[src/rtl/mux_rr_arbiter_pkg.sv]
// Shared definitions for the two-requester round-robin mux arbiter.
//   - arb_state_t : FSM state encoding (IDLE, GRANT_A, GRANT_B)
//   - side_t      : identifies a requester, used to remember the last winner
//   - DEF_WIDTH / DEF_MAX_HOLD : default parameter values
package mux_arb_pkg;

    localparam int DEF_WIDTH    = 8;
    localparam int DEF_MAX_HOLD = 4;

    typedef enum logic [1:0] {
        IDLE    = 2'b00,
        GRANT_A = 2'b01,
        GRANT_B = 2'b10
    } arb_state_t;

    typedef enum logic {
        SIDE_A = 1'b0,
        SIDE_B = 1'b1
    } side_t;

endpackage

[src/rtl/mux_rr_arbiter_if.sv]
// Bundle of request/data/grant/output signals between two sources and the
// round-robin mux arbiter.
//   master : the source side (drives req_*/data_*, observes grants and output)
//   slave  : the arbiter (observes req_*/data_*, drives grants, sel, output)
interface mux_rr_arbiter_if
    import mux_arb_pkg::*;
#(
    parameter int WIDTH = DEF_WIDTH
);
    logic             req_a;
    logic             req_b;
    logic [WIDTH-1:0] data_a;
    logic [WIDTH-1:0] data_b;
    logic             gnt_a;
    logic             gnt_b;
    logic             sel;
    logic             out_valid;
    logic [WIDTH-1:0] out_data;

    modport master (
        output req_a, req_b, data_a, data_b,
        input  gnt_a, gnt_b, sel, out_valid, out_data
    );

    modport slave (
        input  req_a, req_b, data_a, data_b,
        output gnt_a, gnt_b, sel, out_valid, out_data
    );
endinterface

[src/rtl/mux_rr_arbiter_mux2_w.sv]
// WIDTH-wide 2:1 multiplexer used as the shared datapath.
//   a, b : data inputs
//   sel  : 0 selects a, 1 selects b
//   out  : selected data (combinational)
module mux2_w #(
    parameter int WIDTH = 8
) (
    input  logic [WIDTH-1:0] a,
    input  logic [WIDTH-1:0] b,
    input  logic             sel,
    output logic [WIDTH-1:0] out
);
    genvar gi;
    generate
        for (gi = 0; gi < WIDTH; gi++) begin : g_bit
            assign out[gi] = sel ? b[gi] : a[gi];
        end
    endgenerate
endmodule

[src/rtl/mux_rr_arbiter.sv]
// Two-requester round-robin arbiter owning the select of a shared 2:1 mux.
// The selected data is registered with a valid flag one cycle after each
// transfer. Grant tenure is bounded by MAX_HOLD while the other side waits.
//   clk   : system clock, rising edge
//   reset : synchronous, active-high
//   bus   : slave view of mux_rr_arbiter_if (req/data in, gnt/sel/out out)
module mux_rr_arbiter
    import mux_arb_pkg::*;
#(
    parameter int WIDTH    = DEF_WIDTH,
    parameter int MAX_HOLD = DEF_MAX_HOLD
) (
    input  logic            clk,
    input  logic            reset,
    mux_rr_arbiter_if.slave bus
);
    // Counter value at which a contested grant must rotate.
    localparam logic [7:0] HOLD_LAST = 8'(MAX_HOLD - 1);

    arb_state_t       state_reg, state_next;
    logic [7:0]       hold_cnt_reg, hold_cnt_next;
    side_t            last_winner_reg, last_winner_next;
    logic             out_valid_reg;
    logic [WIDTH-1:0] out_data_reg;
    logic [WIDTH-1:0] mux_out;
    logic             gnt_a, gnt_b, sel, beat;

    // State register, tenure tracking and registered output beat.
    always_ff @(posedge clk) begin
        if (reset) begin
            state_reg       <= IDLE;
            hold_cnt_reg    <= 8'd0;
            last_winner_reg <= SIDE_B;   // A wins the first tie
            out_valid_reg   <= 1'b0;
            out_data_reg    <= '0;
        end else begin
            state_reg       <= state_next;
            hold_cnt_reg    <= hold_cnt_next;
            last_winner_reg <= last_winner_next;
            out_valid_reg   <= beat;
            if (beat) begin
                out_data_reg <= mux_out;
            end
        end
    end

    // Next-state logic.
    always_comb begin
        state_next = state_reg;
        case (state_reg)
            IDLE: begin
                if (bus.req_a && bus.req_b) begin
                    state_next = (last_winner_reg == SIDE_A) ? GRANT_B : GRANT_A;
                end else if (bus.req_a) begin
                    state_next = GRANT_A;
                end else if (bus.req_b) begin
                    state_next = GRANT_B;
                end
            end
            GRANT_A: begin
                if (!bus.req_a) begin
                    state_next = bus.req_b ? GRANT_B : IDLE;
                end else if (bus.req_b && hold_cnt_reg == HOLD_LAST) begin
                    state_next = GRANT_B;
                end
            end
            GRANT_B: begin
                if (!bus.req_b) begin
                    state_next = bus.req_a ? GRANT_A : IDLE;
                end else if (bus.req_a && hold_cnt_reg == HOLD_LAST) begin
                    state_next = GRANT_A;
                end
            end
            default: state_next = IDLE;
        endcase

        // Entering a grant restarts tenure; staying counts up and saturates
        // so an uncontested owner never wraps back into a long tenure.
        hold_cnt_next    = hold_cnt_reg;
        last_winner_next = last_winner_reg;
        if (state_next != state_reg && state_next != IDLE) begin
            hold_cnt_next    = 8'd0;
            last_winner_next = (state_next == GRANT_B) ? SIDE_B : SIDE_A;
        end else if (state_next == state_reg && state_reg != IDLE &&
                     hold_cnt_reg != HOLD_LAST) begin
            hold_cnt_next = hold_cnt_reg + 8'd1;
        end
    end

    // Output decode from the registered state.
    always_comb begin
        gnt_a = (state_reg == GRANT_A);
        gnt_b = (state_reg == GRANT_B);
        sel   = (state_reg == GRANT_B);
        beat  = (gnt_a && bus.req_a) || (gnt_b && bus.req_b);
    end

    mux2_w #(
        .WIDTH (WIDTH)
    ) u_mux (
        .a   (bus.data_a),
        .b   (bus.data_b),
        .sel (sel),
        .out (mux_out)
    );

    assign bus.gnt_a     = gnt_a;
    assign bus.gnt_b     = gnt_b;
    assign bus.sel       = sel;
    assign bus.out_valid = out_valid_reg;
    assign bus.out_data  = out_data_reg;
endmodule
[src/flat_wrapper.sv]
// flat-port wrapper written by rule: the top's interface ports become plain ports
module mux_rr_arbiter_flat import mux_arb_pkg::*;
#(
    parameter int WIDTH    = DEF_WIDTH,
    parameter int MAX_HOLD = DEF_MAX_HOLD
)
  (clk, reset, bus_req_a, bus_req_b, bus_data_a, bus_data_b, bus_gnt_a, bus_gnt_b, bus_sel, bus_out_valid, bus_out_data);
  mux_rr_arbiter_if #(.WIDTH(WIDTH)) bus_i ();
  input  logic clk;
  input  logic reset;
  input wire logic [$bits(bus_i.req_a)-1:0] bus_req_a;
  input wire logic [$bits(bus_i.req_b)-1:0] bus_req_b;
  input wire logic [$bits(bus_i.data_a)-1:0] bus_data_a;
  input wire logic [$bits(bus_i.data_b)-1:0] bus_data_b;
  output wire logic [$bits(bus_i.gnt_a)-1:0] bus_gnt_a;
  output wire logic [$bits(bus_i.gnt_b)-1:0] bus_gnt_b;
  output wire logic [$bits(bus_i.sel)-1:0] bus_sel;
  output wire logic [$bits(bus_i.out_valid)-1:0] bus_out_valid;
  output wire logic [$bits(bus_i.out_data)-1:0] bus_out_data;
  assign bus_i.req_a = bus_req_a;
  assign bus_i.req_b = bus_req_b;
  assign bus_i.data_a = bus_data_a;
  assign bus_i.data_b = bus_data_b;
  assign bus_gnt_a = bus_i.gnt_a;
  assign bus_gnt_b = bus_i.gnt_b;
  assign bus_sel = bus_i.sel;
  assign bus_out_valid = bus_i.out_valid;
  assign bus_out_data = bus_i.out_data;
  mux_rr_arbiter #(.WIDTH(WIDTH), .MAX_HOLD(MAX_HOLD)) u_core (.clk(clk), .reset(reset), .bus(bus_i));
endmodule
[config.mk]
export PLATFORM = sky130hd
export DESIGN_NAME = mux_rr_arbiter_flat
export DESIGN_NICKNAME = d
export VERILOG_FILES = /design/src/rtl/mux_rr_arbiter_pkg.sv /design/src/rtl/mux_rr_arbiter_if.sv /design/src/rtl/mux_rr_arbiter_mux2_w.sv /design/src/rtl/mux_rr_arbiter.sv /design/src/flat_wrapper.sv
export SDC_FILE = /design/constraint.sdc
export NUM_CORES = 1
export LEC_CHECK = 0
export BUFFER_PORTS_ARGS = -buffer_cell sky130_fd_sc_hd__buf_2
export CAP_MARGIN = 15
export CORE_UTILIZATION = 30
export CTS_CLUSTER_SIZE = 8
export DETAILED_ROUTE_END_ITERATION = 7
export GPL_TIMING_DRIVEN = 1
export PLACE_DENSITY = 0.58
export SLEW_MARGIN = 20
export SYNTH_ARGS = -nofsm -noshare
export SYNTH_HDL_FRONTEND = slang
export SYNTH_SLANG_ARGS = --single-unit
[constraint.sdc]
create_clock -name clk -period 1.57 [get_ports clk]
set_clock_uncertainty 0.1 [all_clocks]
set_input_delay 0.2355 -clock clk [delete_from_list [all_inputs] [get_ports clk]]
set_output_delay 0.2355 -clock clk [all_outputs]
set_load 0.02 [all_outputs]
==> results of run 1 <==
-- worst register-to-register path: cells and delay by family, from the launching register on --
kind,cells,cell delay [ps]
mux,1,300
fa+ha+maj,1,130
simple gates,2,470
compound gates,1,110
flops,1,370
-- where the power goes --
part           total, mW  internal, mW  switching [mW]
clock              0.421         0.258           0.163
combinational      0.276         0.123           0.153
sequential         0.554         0.537          0.0166
-- through the flow --
stage | util (%) | worst slack, ps | instances | total power [mW]
4_1_cts | 41.90 | 16.97 | 204 | 1.254
2_1_floorplan | - | 16.86 | 118 | 0.7442
5_1_grt | 43.00 | -36.44 | 206 | 1.318
6_report | 43.00 | 32.16 | 206 | 1.251
3_5_place_dp | 39.27 | -219.8 | 197 | 0.8183
3_3_place_gp | 39.27 | -130.6 | 197 | 0.8104
-- final timing paths --
path | startpoint | end | depth (start not counted) | slack (ps)
hold reg to reg | u_core.bus.out_data[3] | u_core.bus.out_data[3] | 2 | 400
hold / removal | bus_req_a | u_core.state_reg[1] | 2 | 110
setup reg to reg | u_core.hold_cnt_reg[1] | u_core.state_reg[1] | 5 | 30
setup / recovery | u_core.hold_cnt_reg[1] | u_core.state_reg[1] | 5 | 30
-- metal layers --
metal  up-vias  global-route usage, %  part of all wire [%]
li1        509                      -                     -
met1       469                  14.40                    43
met2        27                  24.31                    50
met3         2                  4.779                   6.2
met4         0                  2.616                  0.89
met5         -                      0                     0
-- final cells by class --
| cell class | instances | area, um2 | share of cell area (%) |
|---|---|---|---|
| inverter | 1 | 3.754 | 0.2555 |
| multi-input combinational | 89 | 674.4 | 45.91 |
| clock buffer | 3 | 22.52 | 1.533 |
| clock inverter | 1 | 30.03 | 2.044 |
| timing repair buffer | 46 | 275.3 | 18.74 |
| tap | 46 | 57.56 | 3.918 |
| sequential | 20 | 405.4 | 27.60 |
-- kinds of logic after synthesis --
family	Yosys count
and+or+nand+nor	42
AOI/OAI and AO/OA	30
DFF	20
muxes	10
buffers and inverters	9
xor gates and xnor gates	6
adders and majority gates	1
-- synth_stat cells (2+ instances only) --
cell,instances
nand2_1,4
nor2b_1,3
nand2b_1,2
xnor2_1,6
nand3b_4,2
nor2_1,15
mux2i_1,9
nand3b_1,2
a211oi_1,11
buf_4,6
a21oi_1,9
dfxtp_1,20
nand3_1,5
a31oi_1,2
-- timing repair --
item                                   CTS  global route
pin swaps                                2             1
resized for setup                        4             6
hold buffers                             0             0
gates cloned                             0             0
setup endpoints to repair               11            14
setup buffers                            3             2
endpoints found under the hold margin    0             0
==> impl_metrics.yaml, run 1 <==
power:
  powerDensity_mw_per_mm2: 851.7
  leakagePower_nw: 0.6028
  vdd_drop_max_uv: 440.1
synth:
  synth.area.mux_share_pct: 9.278
  synth.largest_area_cell: "dfxtp_1"
  ys_ff_latch: 20
  synth_area_leaders: "dfxtp_1 37%, mux2i_1 8.2%, a211oi_1 7.6%, nor2_1 5.2%, xnor2_1 4.8%"
  synth-simple-area-share_pct: 23.71
  syn_inst: 118
  ys_types: 36
  synth_edf_count: 0
  ys_dominant_reg_cell: "dfxtp_1"
  synthAdderAreaFrac_pct: 1.145
  synth_seq_area_share_pct: 36.66
  avgSynthCellArea_um2: 9.257
  syn_area_mm2: 0.001092
  synth_top_family_by_area: "simple AND/OR/NAND/NOR gates"
  synthXorXnorAreaFrac_pct: 4.811
  synth-compound-area-share_pct: 19.13
  async_reset_ff_share_pct: 0
  synth_top_area_share_pct: 36.66
  yosysWarnings: 0
  synth_fp_nets: 139
worst_setup_path:
  cp_num_buf_inv: 0
  worstSetupPathType: "flip-flop to flip-flop"
  critPathTopFamily: "simple AND/OR/NAND/NOR gates"
  cpPeakStageDelay_ps: 370
  worstPathCellList: "ha_4 > nor4b_4 > and2_4 > mux2_4 > a21oi_2"
  crit_slowest_cell: "dfxtp_2"
  cp-end-kind: "flip-flop"
  startpoint_type: "flip-flop"
  path_max_fanout: 4
  arrival_ps: 1680
  cp.required_ps: 1720
grt:
  grt_pass1_wl_um: 4071
  first_global_vias: 971
  antenna_found_initial: 0
  overflow: 0
  grt_usage_pct: 13.19
  grt_max_degree: 13
clocking:
  cts.sinks: 20
  cts.path.max_buffers: 2
  cts_tree: "built"
  clock_latency_ps: 300
  cts_htree_levels: 1
  cts_made_buffers: 3
  clkSlewWorstSetupHoldPaths_ps: 120
  cts_root_buf: "clkbuf_4"
placement:
  numPortBuffers: 31
  dpl.hpwl_um: 1844
  placed_cell_area_mm2: 0.001341
  routabilityCongestion: 0.7176
layout:
  drive_gt1_share_pct: 43.13
  nets: 182
  mostFrequentLayoutCell: "buf_2"
  diodes: 0
  design_area_mm2: 0.001469
  layout_common_cells: "31 x buf_2, 16 x dfxtp_1, 15 x nor2_1"
  fillCellCount: 345
  syn_to_final_growth_pct: 34.48
flow_run:
  maxCapViolCount: 0
die:
  die_w_um: 62.34
  row_count: 21
  dieArea_mm2: 0.003886
  initial_core_util_pct: 31.98
  die_h_um: 62.34
  io_pins: 32
  core_region_area_mm2: 0.003416
outcome:
  status: "complete, no violations"
detailed_routing:
  vias: 1007
  ant_nets: 0
  drt_wl_total_um: 2582
  vias_per_cell: 4.888
  routedWlPerCell_um: 12.53
  dr.pass1.iters: 3
  drtIter0Drc: 29
  drc_errors: 0
timing:
  fmax_mhz: 650.3
  hold_violations: 0
  tightest_slew_ps: 295.5
  tns_ps: 0
  holdWs_ps: 109.9
  setup-violations-final: 0
  slew_viol_final: 0
  grt_setup_unrepaired: "true"
  slew_headroom_pct: 80.15
  fin_crit_ps: 1538
  post-route-period-util_pct: 97.95
worst_hold_path:
  hold_path_class: "input pin to flip-flop"
Power figures use the tool's default switching activity.
==> inputs of run 2 (changes only) <==
Settings changed: CORE_MARGIN from default to 1.5, GPL_TIMING_DRIVEN 1 to 0.
==> impl_metrics.yaml, run 2 (same netlist as run 1, synthesis figures left out) <==
clocking:
  clkSlewWorstSetupHoldPaths_ps: 110
  cts_tree: "built"
  cts_htree_levels: 1
  cts_made_buffers: 3
  cts_root_buf: "clkbuf_4"
  postCtsHoldBufs: 0
  cts.path.max_buffers: 2
  clock_latency_ps: 300
  cts.sinks: 20
grt:
  grt_usage_pct: 12.48
  antenna_found_initial: 0
  first_global_vias: 972
  grt_pass1_wl_um: 4153
  grt_max_degree: 12
  overflow: 0
layout:
  final_util_pct: 43.19
  nets: 181
  design_area_mm2: 0.001475
  multi_input_area_um2: 689.4
  stdcell_count: 205
  diodes: 0
  syn_to_final_growth_pct: 35.05
  mostFrequentLayoutCell: "buf_2"
  fillCellCount: 343
  layout_common_cells: "28 x buf_2, 17 x dfxtp_1, 15 x nor2_1"
  seqCellArea_um2: 409.1
  drive_gt1_share_pct: 42.77
power:
  combPwrFrac_pct: 25.2
  leakagePower_nw: 0.5910
  swShare_pct: 29.20
  pwr-share-seq_pct: 48.2
  total_power_mw: 1.141
  p_switching_mw: 0.3333
  powerDensity_mw_per_mm2: 773.7
  p_clk_share_pct: 26.6
  p_int_mw: 0.8081
  vdd_drop_max_uv: 308.7
timing:
  fmax_mhz: 626.7
  slew_headroom_pct: 71.16
  grt_setup_unrepaired: "true"
  setup-violations-final: 3
  fin_ws_ps: -25.57
  fin_crit_ps: 1596
  tns_ps: -57.52
  hold_violations: 0
  tightest_slew_ps: 432.5
  slew_viol_final: 0
  post-route-period-util_pct: 101.6
  holdWs_ps: 120.0
worst_setup_path:
  cp.required_ps: 1710
  critPathTopFamily: "simple AND/OR/NAND/NOR gates"
  path_max_fanout: 7
  worstSetupPathType: "flip-flop to flip-flop"
  cp_num_buf_inv: 0
  startpoint_type: "flip-flop"
  arrival_ps: 1740
  cp-end-kind: "flip-flop"
  crit_slowest_cell: "dfxtp_1"
  worstPathCellList: "nor3_1 > and2_4 > mux2_4 > a21oi_2"
  cpPeakStageDelay_ps: 390
detailed_routing:
  vias_per_cell: 4.829
  ant_nets: 0
  drtIter0Drc: 17
  vias: 990
  drt_wl_total_um: 2457
  drc_errors: 0
  dr.pass1.iters: 4
  routedWlPerCell_um: 11.99
die:
  core_region_area_mm2: 0.003416
  dieArea_mm2: 0.004012
  io_pins: 32
  initial_core_util_pct: 31.98
  row_count: 21
  die_h_um: 63.34
  die_w_um: 63.34
worst_hold_path:
  hold_path_class: "input pin to flip-flop"
placement:
  placed_cell_area_mm2: 0.001310
  dp.cells: 193
  numPortBuffers: 29
  routabilityCongestion: 0.7601
  place_ws_ps: -123.9
  dpl.hpwl_um: 1750
outcome:
  violations: "setup timing"
  status: "complete, but fails checks"
flow_run:
  maxCapViolCount: 0
run 2: repair_timing:
| item | in CTS | in global routing |
|---|---|---|
| resized for setup | 10 | 9 |
| gates cloned | 0 | 0 |
| endpoints found under the setup margin | 13 | 17 |
| setup buffers | 8 | 1 |
| pin swaps | 3 | 3 |
run 2: cell type report:
type / count / share of cell area [%]
plain buffers: 7 / 3.647
clock buffers: 4 / 2.460
inverters: 1 / 0.2545
multi-input cells: 89 / 46.73
flip-flops and latches: 20 / 27.74
well taps: 46 / 3.902
repair buffers: 38 / 15.27
run 2: power by group through the flow:
stage | sequential [mW] | clock [mW] | combinational, mW
3_3_place_gp | 0.563 | 0 | 0.250
3_5_place_dp | 0.565 | 0 | 0.254
5_1_grt | 0.554 | 0.338 | 0.313
4_1_cts | 0.549 | 0.311 | 0.275
2_1_floorplan | 0.588 | 0 | 0.156
6_report | 0.550 | 0.304 | 0.288
run 2: final timing paths:
kind	start	to	slack, ps	cells after the start
worst max register to register	u_core.hold_cnt_reg[2]	u_core.state_reg[1]	-30	4
worst max-delay path	u_core.hold_cnt_reg[2]	u_core.state_reg[1]	-30	4
worst min-delay path	reset	u_core.state_reg[0]	120	3
worst min register to register	u_core.bus.out_data[5]	u_core.bus.out_data[5]	400	2
run 2: metal layers:
metal	track usage [%]	part of all wire [%]	vias up
li1	-	-	505
met1	16.06	48	451
met2	21.18	45	30
met3	1.964	5.9	4
met4	4.076	1.4	0
met5	0	0	-
run 2: worst min-delay path, stage by stage:
cell	delay [ps]
buf_2	100
a21oi_1	50
o31a_1	100
==> inputs of run 3 (changes only) <==
Settings changed: SETUP_SLACK_MARGIN from default to 0.15.
==> impl_metrics.yaml, run 3 (same netlist as run 1, synthesis figures left out) <==
die:
  die_h_um: 63.34
  die_w_um: 63.34
  io_pins: 32
  row_count: 21
  dieArea_mm2: 0.004012
  core_region_area_mm2: 0.003416
  initial_core_util_pct: 31.98
detailed_routing:
  vias: 1034
  drtIter0Drc: 31
  drc_errors: 0
  drt_wl_total_um: 2770
  vias_per_cell: 4.832
  routedWlPerCell_um: 12.94
  dr.pass1.iters: 5
  ant_nets: 0
timing:
  hold_violations: 0
  slew_headroom_pct: 58.99
  tightest_slew_ps: 615.1
  post-route-period-util_pct: 100.3
  setup-violations-final: 1
  grt_setup_unrepaired: "true"
  fin_ws_ps: -4.536
  slew_viol_final: 0
  holdWs_ps: 90.60
  fin_crit_ps: 1575
  fmax_mhz: 635.1
clocking:
  postCtsHoldBufs: 0
  cts.path.max_buffers: 2
  cts_made_buffers: 3
  cts_tree: "built"
  cts_htree_levels: 1
  clkSlewWorstSetupHoldPaths_ps: 120
  clock_latency_ps: 320
  cts.sinks: 20
  cts_root_buf: "clkbuf_4"
worst_hold_path:
  min_from: "reset"
  hold_path_class: "input pin to flip-flop"
  min_path_cells: 3
  min_to: "u_core.state_reg[0]"
grt:
  met3_usage_pct: 3.036
  grt_use_met2_pct: 22.63
  antenna_found_initial: 0
  overflow: 0
  grt_max_degree: 12
  first_global_vias: 993
  grt_pass1_wl_um: 4202
  grt-busiest-layer: "met2"
  met1_usage_pct: 14.65
  grt_usage_pct: 12.93
layout:
  diodes: 0
  layout_common_cells: "27 x buf_2, 16 x dfxtp_1, 12 x buf_4"
  stdcell_count: 214
  syn_to_final_growth_pct: 58.30
  mostFrequentLayoutCell: "buf_2"
  drive_gt1_share_pct: 57.74
  nets: 190
worst_setup_path:
  r2r-start: "u_core.state_reg[1]"
  worstReg2RegEnd: "u_core.hold_cnt_reg[6]"
  cp.required_ps: 1230
  r2r_cells: 7
  path_max_fanout: 4
  worstSetupPathType: "flip-flop to output pin"
  worstPathCellList: "buf_6 > nor2b_4 > buf_6 > buf_6 > buf_6"
  arrival_ps: 1240
  r2r_setup_slack_ps: 20
  startpoint_type: "flip-flop"
  crit_slowest_cell: "dfxtp_2"
  crit_top_cell: "buf_6"
  cpPeakStageDelay_ps: 350
  cp-end-kind: "output pin"
placement:
  numPortBuffers: 29
  routabilityCongestion: 0.7393
  dp.cells: 193
  dpl.hpwl_um: 1727
power:
  powerDensity_mw_per_mm2: 707.5
  leakagePower_nw: 0.6884
  vdd_drop_max_uv: 251.4
flow_run:
  maxCapViolCount: 0
outcome:
  violations: "setup timing"
  status: "complete, but fails checks"
[run 3: layout make-up]
type                       count  area [um2]
multi-input combinational     89       807.0
buffer                         8       80.08
timing repair buffer          46       344.1
clock inverter                 1       3.754
inverter                       1       3.754
tap                           46       57.56
fill                         317        1687
clock buffer                   3       22.52
sequential                    20       410.4
[run 3: repair_timing]
action / CTS / global route
gates cloned: 0 / 1
pin swaps: 12 / 17
setup endpoints to repair: 22 / 22
setup buffers: 11 / 5
resized for setup: 18 / 38
[run 3: metrics by stage]
step / setup WS, ps / TNS (ps) / util (%) / total power [mW] / cell area [um2]
final: -4.536 / -4.536 / 50.62 / 1.223 / 1729
after global routing: -46.10 / -111.9 / 50.62 / 1.288 / 1729
after global placement: -19.01 / -19.01 / 38.72 / 0.8136 / 1323
after floorplan: 73.12 / 0 / - / 0.7442 / 1120
after CTS: 12.03 / 0 / 43.92 / 1.115 / 1500
after detailed placement: -38.96 / -127.7 / 38.72 / 0.8189 / 1323
[run 3: worst max-delay path by stage]
| stage | startpoint | cells past startpoint | slack [ps] | end |
|---|---|---|---|---|
| finish | u_core.state_reg[1] | 5 | -5 | bus_sel |
| global route | u_core.hold_cnt_reg[1] | 5 | -50 | u_core.state_reg[1] |
| CTS | u_core.hold_cnt_reg[0] | 5 | 10 | u_core.state_reg[1] |
| detailed placement | u_core.hold_cnt_reg[1] | 5 | -40 | u_core.state_reg[1] |
| global placement | u_core.hold_cnt_reg[1] | 5 | -20 | u_core.state_reg[1] |
| floorplan | u_core.hold_cnt_reg[1] | 5 | 70 | u_core.state_reg[1] |
[run 3: layer usage]
layer / up-vias / wire (um)
li1: 521 / -
met2: 28 / 1379
met4: 0 / 65
met1: 480 / 1175
met3: 5 / 150
met5: - / 0
[run 3: power breakdown]
| group | internal (mW) | switching (mW) |
|---|---|---|
| logic | 0.204 | 0.192 |
| clock network | 0.0934 | 0.175 |
| registers | 0.535 | 0.0241 |
[run 3: worst max-delay path: cells and delay by family, from the launching register on]
family	cells	cell delay [ps]
buffers and inverters	4	450
DFF	1	350
and+or+nand+nor	1	110
